File: config.mk
export PLATFORM = sky130hd
export DESIGN_NAME = key_repeat_ctrl
export DESIGN_NICKNAME = d
export VERILOG_FILES = /design/src/rtl/key_repeat_ctrl.sv
export SDC_FILE = /design/constraint.sdc
export NUM_CORES = 1
export LEC_CHECK = 0
export ABC_AREA = 1
export BUFFER_PORTS_ARGS = -buffer_cell sky130_fd_sc_hd__buf_2
export CELL_PAD_IN_SITES_DETAIL_PLACEMENT = 2
export CELL_PAD_IN_SITES_GLOBAL_PLACEMENT = 2
export CORE_ASPECT_RATIO = 1.1
export CORE_MARGIN = 5
export CORE_UTILIZATION = 38
export CTS_CLUSTER_SIZE = 20
export DETAILED_ROUTE_END_ITERATION = 6
export GPL_TIMING_DRIVEN = 0
export HOLD_SLACK_MARGIN = 0.1
export PLACE_DENSITY = 0.86
export SLEW_MARGIN = 20
export SYNTH_ARGS = -nofsm -noshare
export SYNTH_HDL_FRONTEND = slang
export SYNTH_SLANG_ARGS = --single-unit
File: constraint.sdc
create_clock -name pxl_clk -period 6.3 [get_ports pxl_clk]
set_input_delay 1.26 -clock pxl_clk [delete_from_list [all_inputs] [get_ports pxl_clk]]
set_output_delay 1.26 -clock pxl_clk [all_outputs]
set_load 0.02 [all_outputs]
File: src/rtl/key_repeat_ctrl.sv
// key_repeat_ctrl: turns held direction keys into a stream of moves with an
// initial delay and a steady auto-repeat, buffered in a 4-entry FIFO.
//
// Ports:
//   pxl_clk      clock; all state changes on its rising edge
//   reset_n      asynchronous active-low reset
//   left/down/up/right  level key-held flags, synchronous to pxl_clk
//   tick         single-cycle timebase pulse
//   move_ready   consumer accepts the head move
//   move_valid   FIFO non-empty, head move presented on move_dir
//   move_dir     head move: 0=left, 1=down, 2=up, 3=right
//   fifo_count   FIFO occupancy 0..4
//   drop         one-cycle pulse when a move is lost to a full FIFO
module key_repeat_ctrl #(
  parameter int unsigned DELAY_TICKS  = 20,
  parameter int unsigned REPEAT_TICKS = 4
) (
  input  logic       pxl_clk,
  input  logic       reset_n,
  input  logic       left,
  input  logic       down,
  input  logic       up,
  input  logic       right,
  input  logic       tick,
  input  logic       move_ready,
  output logic       move_valid,
  output logic [1:0] move_dir,
  output logic [2:0] fifo_count,
  output logic       drop
);

  typedef enum logic [1:0] {StIdle, StDelay, StRepeat} state_e;

  state_e     state_q, state_d;
  logic [1:0] active_q, active_d;
  logic [7:0] cnt_q, cnt_d;

  // Bit index equals the direction code.
  logic [3:0] keys, key_q, press;
  logic       press_any;
  logic [1:0] press_dir;

  logic       push;
  logic [1:0] push_dir;

  logic [1:0] mem_q [4];
  logic [1:0] wptr_q, rptr_q;
  logic [2:0] fifo_cnt_q, fifo_cnt_d;
  logic       drop_q;
  logic       full, pop, wr_en;

  assign keys      = {right, up, down, left};
  assign press     = keys & ~key_q;
  assign press_any = |press;

  // Fixed priority up > down > left > right.
  always_comb begin
    press_dir = 2'd3;
    if (press[2])      press_dir = 2'd2;
    else if (press[1]) press_dir = 2'd1;
    else if (press[0]) press_dir = 2'd0;
  end

  always_comb begin
    state_d  = state_q;
    active_d = active_q;
    cnt_d    = cnt_q;
    push     = 1'b0;
    push_dir = active_q;
    unique case (state_q)
      StIdle: begin
        if (press_any) begin
          push     = 1'b1;
          push_dir = press_dir;
          active_d = press_dir;
          cnt_d    = 8'(DELAY_TICKS);
          state_d  = StDelay;
        end
      end
      StDelay, StRepeat: begin
        // New press beats release, which beats tick.
        if (press_any) begin
          push     = 1'b1;
          push_dir = press_dir;
          active_d = press_dir;
          cnt_d    = 8'(DELAY_TICKS);
          state_d  = StDelay;
        end else if (!keys[active_q]) begin
          state_d = StIdle;
        end else if (tick) begin
          if (cnt_q > 8'd1) begin
            cnt_d = cnt_q - 8'd1;
          end else begin
            push    = 1'b1;
            cnt_d   = 8'(REPEAT_TICKS);
            state_d = StRepeat;
          end
        end
      end
      default: state_d = StIdle;
    endcase
  end

  always_ff @(posedge pxl_clk or negedge reset_n) begin
    if (!reset_n) begin
      state_q  <= StIdle;
      active_q <= 2'd0;
      cnt_q    <= 8'd0;
      key_q    <= 4'd0;
    end else begin
      state_q  <= state_d;
      active_q <= active_d;
      cnt_q    <= cnt_d;
      key_q    <= keys;
    end
  end

  // A full FIFO still accepts a push when the head is popped in the same cycle.
  assign full  = (fifo_cnt_q == 3'd4);
  assign pop   = move_valid && move_ready;
  assign wr_en = push && (!full || pop);

  always_comb begin
    fifo_cnt_d = fifo_cnt_q;
    if (wr_en && !pop)      fifo_cnt_d = fifo_cnt_q + 3'd1;
    else if (!wr_en && pop) fifo_cnt_d = fifo_cnt_q - 3'd1;
  end

  always_ff @(posedge pxl_clk or negedge reset_n) begin
    if (!reset_n) begin
      for (int i = 0; i < 4; i++) mem_q[i] <= 2'd0;
      wptr_q     <= 2'd0;
      rptr_q     <= 2'd0;
      fifo_cnt_q <= 3'd0;
      drop_q     <= 1'b0;
    end else begin
      if (wr_en) begin
        mem_q[wptr_q] <= push_dir;
        wptr_q        <= wptr_q + 2'd1;
      end
      if (pop) rptr_q <= rptr_q + 2'd1;
      fifo_cnt_q <= fifo_cnt_d;
      drop_q     <= push && full && !pop;
    end
  end

  assign move_valid = (fifo_cnt_q != 3'd0);
  assign move_dir   = move_valid ? mem_q[rptr_q] : 2'd0;
  assign fifo_count = fifo_cnt_q;
  assign drop       = drop_q;

endmodule

**Yosys cells after proc, flatten, opt, wreduce, memory -nomap -nowiden**

Index checks and enable logic that the tools add are counted.

- $add $sub $neg: 5
- $lt $le $gt $ge: 5
- Eq/ne operators: 8
- Muxes and demuxes: 34
- Bitwise operators: 4
- Reduce and logical (&&, ||, !) cells: 20

Operator list:

| kind | count |
|---|---|
| $mux 8 | 5 |
| $mux 2 | 14 |
| $pmux 8 s2 | 1 |
| $bwmux 8 | 1 |
| $gt 8x1->1 const B | 1 |
| $ne 4x4->1 const B | 2 |
| $sub 8x1->8 const B | 1 |
| $logic_and 1x1->1 | 7 |
| $ge 3x3->1 const B | 2 |
| $mux 1 | 6 |
| $mux 3 | 2 |
| $ne 3x3->1 const B | 2 |
| $not 2->3 | 2 |
| $add 2x1->2 const B | 2 |
| $and 4x4->4 | 1 |
| $bmux 2 s2 | 1 |
| $demux 2 s2 | 1 |
| $not 4->4 | 1 |
| $pmux 2 s2 | 1 |
| $reduce_and 4->1 | 1 |
| $reduce_bool 2->1 | 2 |
| $reduce_or 4->1 | 1 |
| $add 3x1->3 const B | 1 |
| $eq 3x3->1 const B | 1 |
| other kinds (15) | 17 |

- Register bits: 32
- Input port bits: 8
- Output and inout port bits: 7
- Word-level logic and storage cells: 88

**Longest topological paths before layout**

- Depth in word-level cells: 11
- Gate-level depth with buffers: 15
- Depth with buffers taken out: 15

**Worst setup path before layout**

No wires, ideal clock.

- Path type: input to register
- Start: input port down
- End: register fifo_cnt_q[1] (netlist: fifo_count[1])
- Library setup time: 125 ps
- Arrival time: 2828 ps
- Data required time: 6175 ps
- Path slack: 3348 ps
- Stages: 12
- Path buffers: 0
- Path through: nand2_1 nand2_2 nor2_4 inv_2 nand2_4 o21ai_4 nand2_1 inv_2 ha_1 inv_1 fa_1 mux2_2

- Elaborated cells between the ends (all ways): 14
- Those cells by class: mux: 7; bitwise: 1; reduce/logical: 6

RTL lines:

| what | RTL line | source |
|---|---|---|
| from (decl) | 21 | `input logic down,` |
| $bmux 1 s2 | 88 | `end else if (!keys[active_q]) begin` |
| $mux 1 (not written as such) | 88 |  |
| $mux 1 | 88 |  |
| $mux 1 | 82 | `if (press_any) begin` |
| $pmux 1 s2 (*) | 70 | `unique case (state_q)` |
| $logic_and 1x1->1 (*) | 121 | `assign wr_en = push && (!full \|\| pop);` |
| via wr_en | 50 | `logic full, pop, wr_en;` |
| $logic_and 1x1->1 (*) | 125 | `if (wr_en && !pop) fifo_cnt_d = fifo_cnt_q + 3'd1;` |
| $mux 3 (*) | 125 |  |
| via fifo_cnt_d[1] | 48 | `logic [2:0] fifo_cnt_q, fifo_cnt_d;` |
| to (signal assigned) | 142 | `fifo_cnt_q <= fifo_cnt_d;` |
| to (decl) | 48 |  |

The timed path passes the listed nets; every way through them passes the cells marked *. The select of a mux whose other input is x is not followed.
A chain may end at the register's enable or synchronous reset.

**Final worst setup path**

- Start: input port right
- End: register fifo_cnt_q[2] (netlist: fifo_count[2])

- Word-level cells in the longest chain between the ends: 9
- Elaborated cells between the ends (all ways): 14
- Those cells by class: mux: 7; bitwise: 1; reduce/logical: 6

RTL lines:

| what | RTL line | source |
|---|---|---|
| from (decl) | 23 | `input logic right,` |
| $bmux 1 s2 | 88 |  |
| $mux 1 (not written as such) | 88 |  |
| $mux 1 | 88 |  |
| $mux 1 | 82 |  |
| $pmux 1 s2 (*) | 70 |  |
| $logic_and 1x1->1 (*) | 121 |  |
| via wr_en | 50 |  |
| $logic_not 1->1 | 126 | `else if (!wr_en && pop) fifo_cnt_d = fifo_cnt_q - 3'd1;` |
| $logic_and 1x1->1 | 126 |  |
| $reduce_bool 2->1 (no line) | n/a |  |

Marked as above.

==> run metrics <==
post-CTS setup repair buffer count=0; First-pass DRT Iterations=4; FF-to-FF path depth=14; worst r2r src=state_q[1]; Synth Area in Simple Gates=about a third; fmax=between 300 and 400 MHz; register bit total from synthesis=32; vias=around 1600; Worst setup EP type=flop; Routed Antenna Nets=0; CP bufs+invs=3; final hold violation count=0; CP Data Required Time=roughly 6500 ps; status=completed; Post-route DRC=0; hpwl dp=between 3 and 4 mm; Worst Max-Slew Pin Slew=between 700 and 800 ps; Starting Density=around two fifths; Unique masters post-synth=24; Synth Instances=between 200 and 250; critical path type=in -> reg; Peak VDD IR=between 0.2 and 0.25 mV; Max-cap violations=0; Seq/Total Area, Yosys=a little over two fifths; FF-to-FF setup slack=about 3500 ps; RSZ-0062 raised after global routing=false; Iter 0 DRT Violations=14; crit path time final=about 3000 ps; setup TNS=0 ps; grt total ovfl=0; CTS tree=built; Static Leak=between 1 and 1.5 nW; vias per cell=between 5 and 6; die height=~83 um; Cell Area, Synth=~1900 um2; first-pass GRT wire length=around 9 mm; Max stage delay cell, worst path=fa_1; largest net degree at the start of global routing=33; critical path startpoint category=input pin; CORE AREA=roughly 4700 um2; Hold Path Class=reg -> reg; fin util=45.0%; post-route clock skew=~5.9 ps; Layout Nets=273; syn_area_per_cell=around 8 um2; Mapped Nets=between 200 and 300; Max stage delay on crit path=between 300 and 400 ps; Adder-Cell Fraction of Synth Area=7.15%; clock-pin slew on the worst setup and hold paths=roughly 70 ps; port bufs=14; antenna violations before repair=0; commonest non-fill, non-tap cell in the layout=nand2_1; worst hold path cell count=2; dpl ws=~2900 ps; Die Area=~6400 um2; endpoints failing setup=0; P&R area growth vs syn=13.6%; Antenna diodes=0; std cell rows=26; clk_lat worst skew=about 300 ps; Compound-Gate Fraction of Synth Area=7.08%; total chip power=around 1.1 mW; vias in the first global route=approximately 1900; HP Start=mem_q[4]; mux contribution to synthesized area=0.607%; drt wl/cell=between 15 and 20 um; cell area power density=about 530 nW/um2; final max-slew violation count=0; final worst setup slack=3250 ps; Clock Sinks=32; WL final=between 5 and 6 mm; reg2reg end=fifo_count[2]; delay-heaviest family, CP=adder cells; Min-Delay Endpoint=mem_q[4]; combinational family with the most area after synthesis=simple AND/OR/NAND/NOR gates; TritonCTS buffer count=5; layout cell share with drive strength beyond 1=between 10% and 20%; crit share post-route=between 40% and 50%; die width=~77 um; gr usage total=approximately 18%; CTS resizes=0; Critical Path Fanout Max=5; Root Driver=clkbuf_8; IO Count=15; GP Congestion=~0.72; Cell Chain, Critical Path=buf_2 > nand2_1 > nand3_1 > nand3_1 > o21ai_4 > nand2_1 > inv_2 > ha_1 > inv_1 > fa_1 > a21oi_1 > o21ai_0 > xor2_1; Synth Area in XOR/XNOR=roughly 2.4%; most frequent cells in the layout=nand2_1, dfrtp_1, inv_1; synthesis warning total=0; Hold-fix buffers, CTS=0; Clock H-tree levels=2; Max clock buf depth=2; crit path DAT=around 3200 ps; relative slew slack=48.1%
kinds of logic after synthesis:
logic type	after synthesis
simple gates	128
xor+xnor	5
fa+ha+maj	10
mux	1
buf+inv	34
compound gates	24
flops	32
power by group:
group          internal, mW  switching (mW)
sequential            0.281          0.0677
clock                 0.117          0.0888
combinational         0.199           0.368
total                 0.597           0.525
cells in the mapped netlist:
library cell,count,area share [%]
inv_1,25,5.1
o21ai_4,1,0.88
nand2_4,1,0.61
nor3_1,2,0.54
nand2_2,5,1.7
xor2_1,3,1.4
buf_6,1,0.61
nand2_1,60,12
nand3_2,2,1.1
ha_1,9,6.1
inv_2,7,1.4
xnor2_1,2,0.94
o21ai_0,17,4.6
nor2_4,3,1.8
nand3_1,17,4.6
and3_1,1,0.34
dfrtp_1,32,43
fa_1,1,1.1
mux2_2,1,0.61
nor2_1,22,4.5
nor2_2,3,1.0
buf_2,1,0.27
nand4_1,12,4.0
a21oi_1,6,1.6
worst max path at each step:
| stage | start | endpoint | depth (start not counted) |
|---|---|---|---|
| 3_5_place_dp | left | fifo_count[2] | 13 |
| 6_report | right | fifo_count[2] | 13 |
| 2_1_floorplan | down | fifo_count[1] | 12 |
| 4_1_cts | right | fifo_count[2] | 13 |
| 3_3_place_gp | down | fifo_count[1] | 13 |
| 5_1_grt | right | fifo_count[2] | 13 |
registers in the layout, summed over array words and instances (netlist names):
name / count
state_q: 2
key_q: 4
mem_q: 8
fifo_count: 3
active_q: 2
wptr_q: 2
cnt_q: 8
drop: 1
rptr_q: 2
metrics by stage:
stage	instance area, um2	std cells	hold slack (ps)
after global routing	2110	312	522
final	2110	312	485
after floorplan	1860	234	444
after CTS	2110	312	490
after detailed placement	2000	304	470
after global placement	2000	304	473
layout make-up:
cell class,instances,area [um2]
buffer,2,16.3
clock buffer,5,68.8
clock inverter,3,42.5
fill,578,2580
inverter,32,120
multi-input combinational,168,918
sequential,32,801
tap,56,70.1
timing repair buffer,14,70.1
metal layers:
metal	vias to the layer above	global-route usage [%]	routed length (um)
met3	8	3.57	110
met2	18	32.1	2650
met5	-	0	0
li1	792	-	-
met1	805	20.2	2260
met4	0	5.72	107
worst register-to-register path: stages, from the launching register on:
cell,delay [ps]
dfrtp_1,390
inv_1,60
ha_1,370
inv_1,100
nor2_1,100
nand3_1,120
o21ai_4,230
nand2_1,140
inv_2,120
ha_1,150
inv_1,70
fa_1,390
a21oi_1,150
o21ai_0,110
xor2_1,160
Power figures use the tool's default switching activity.
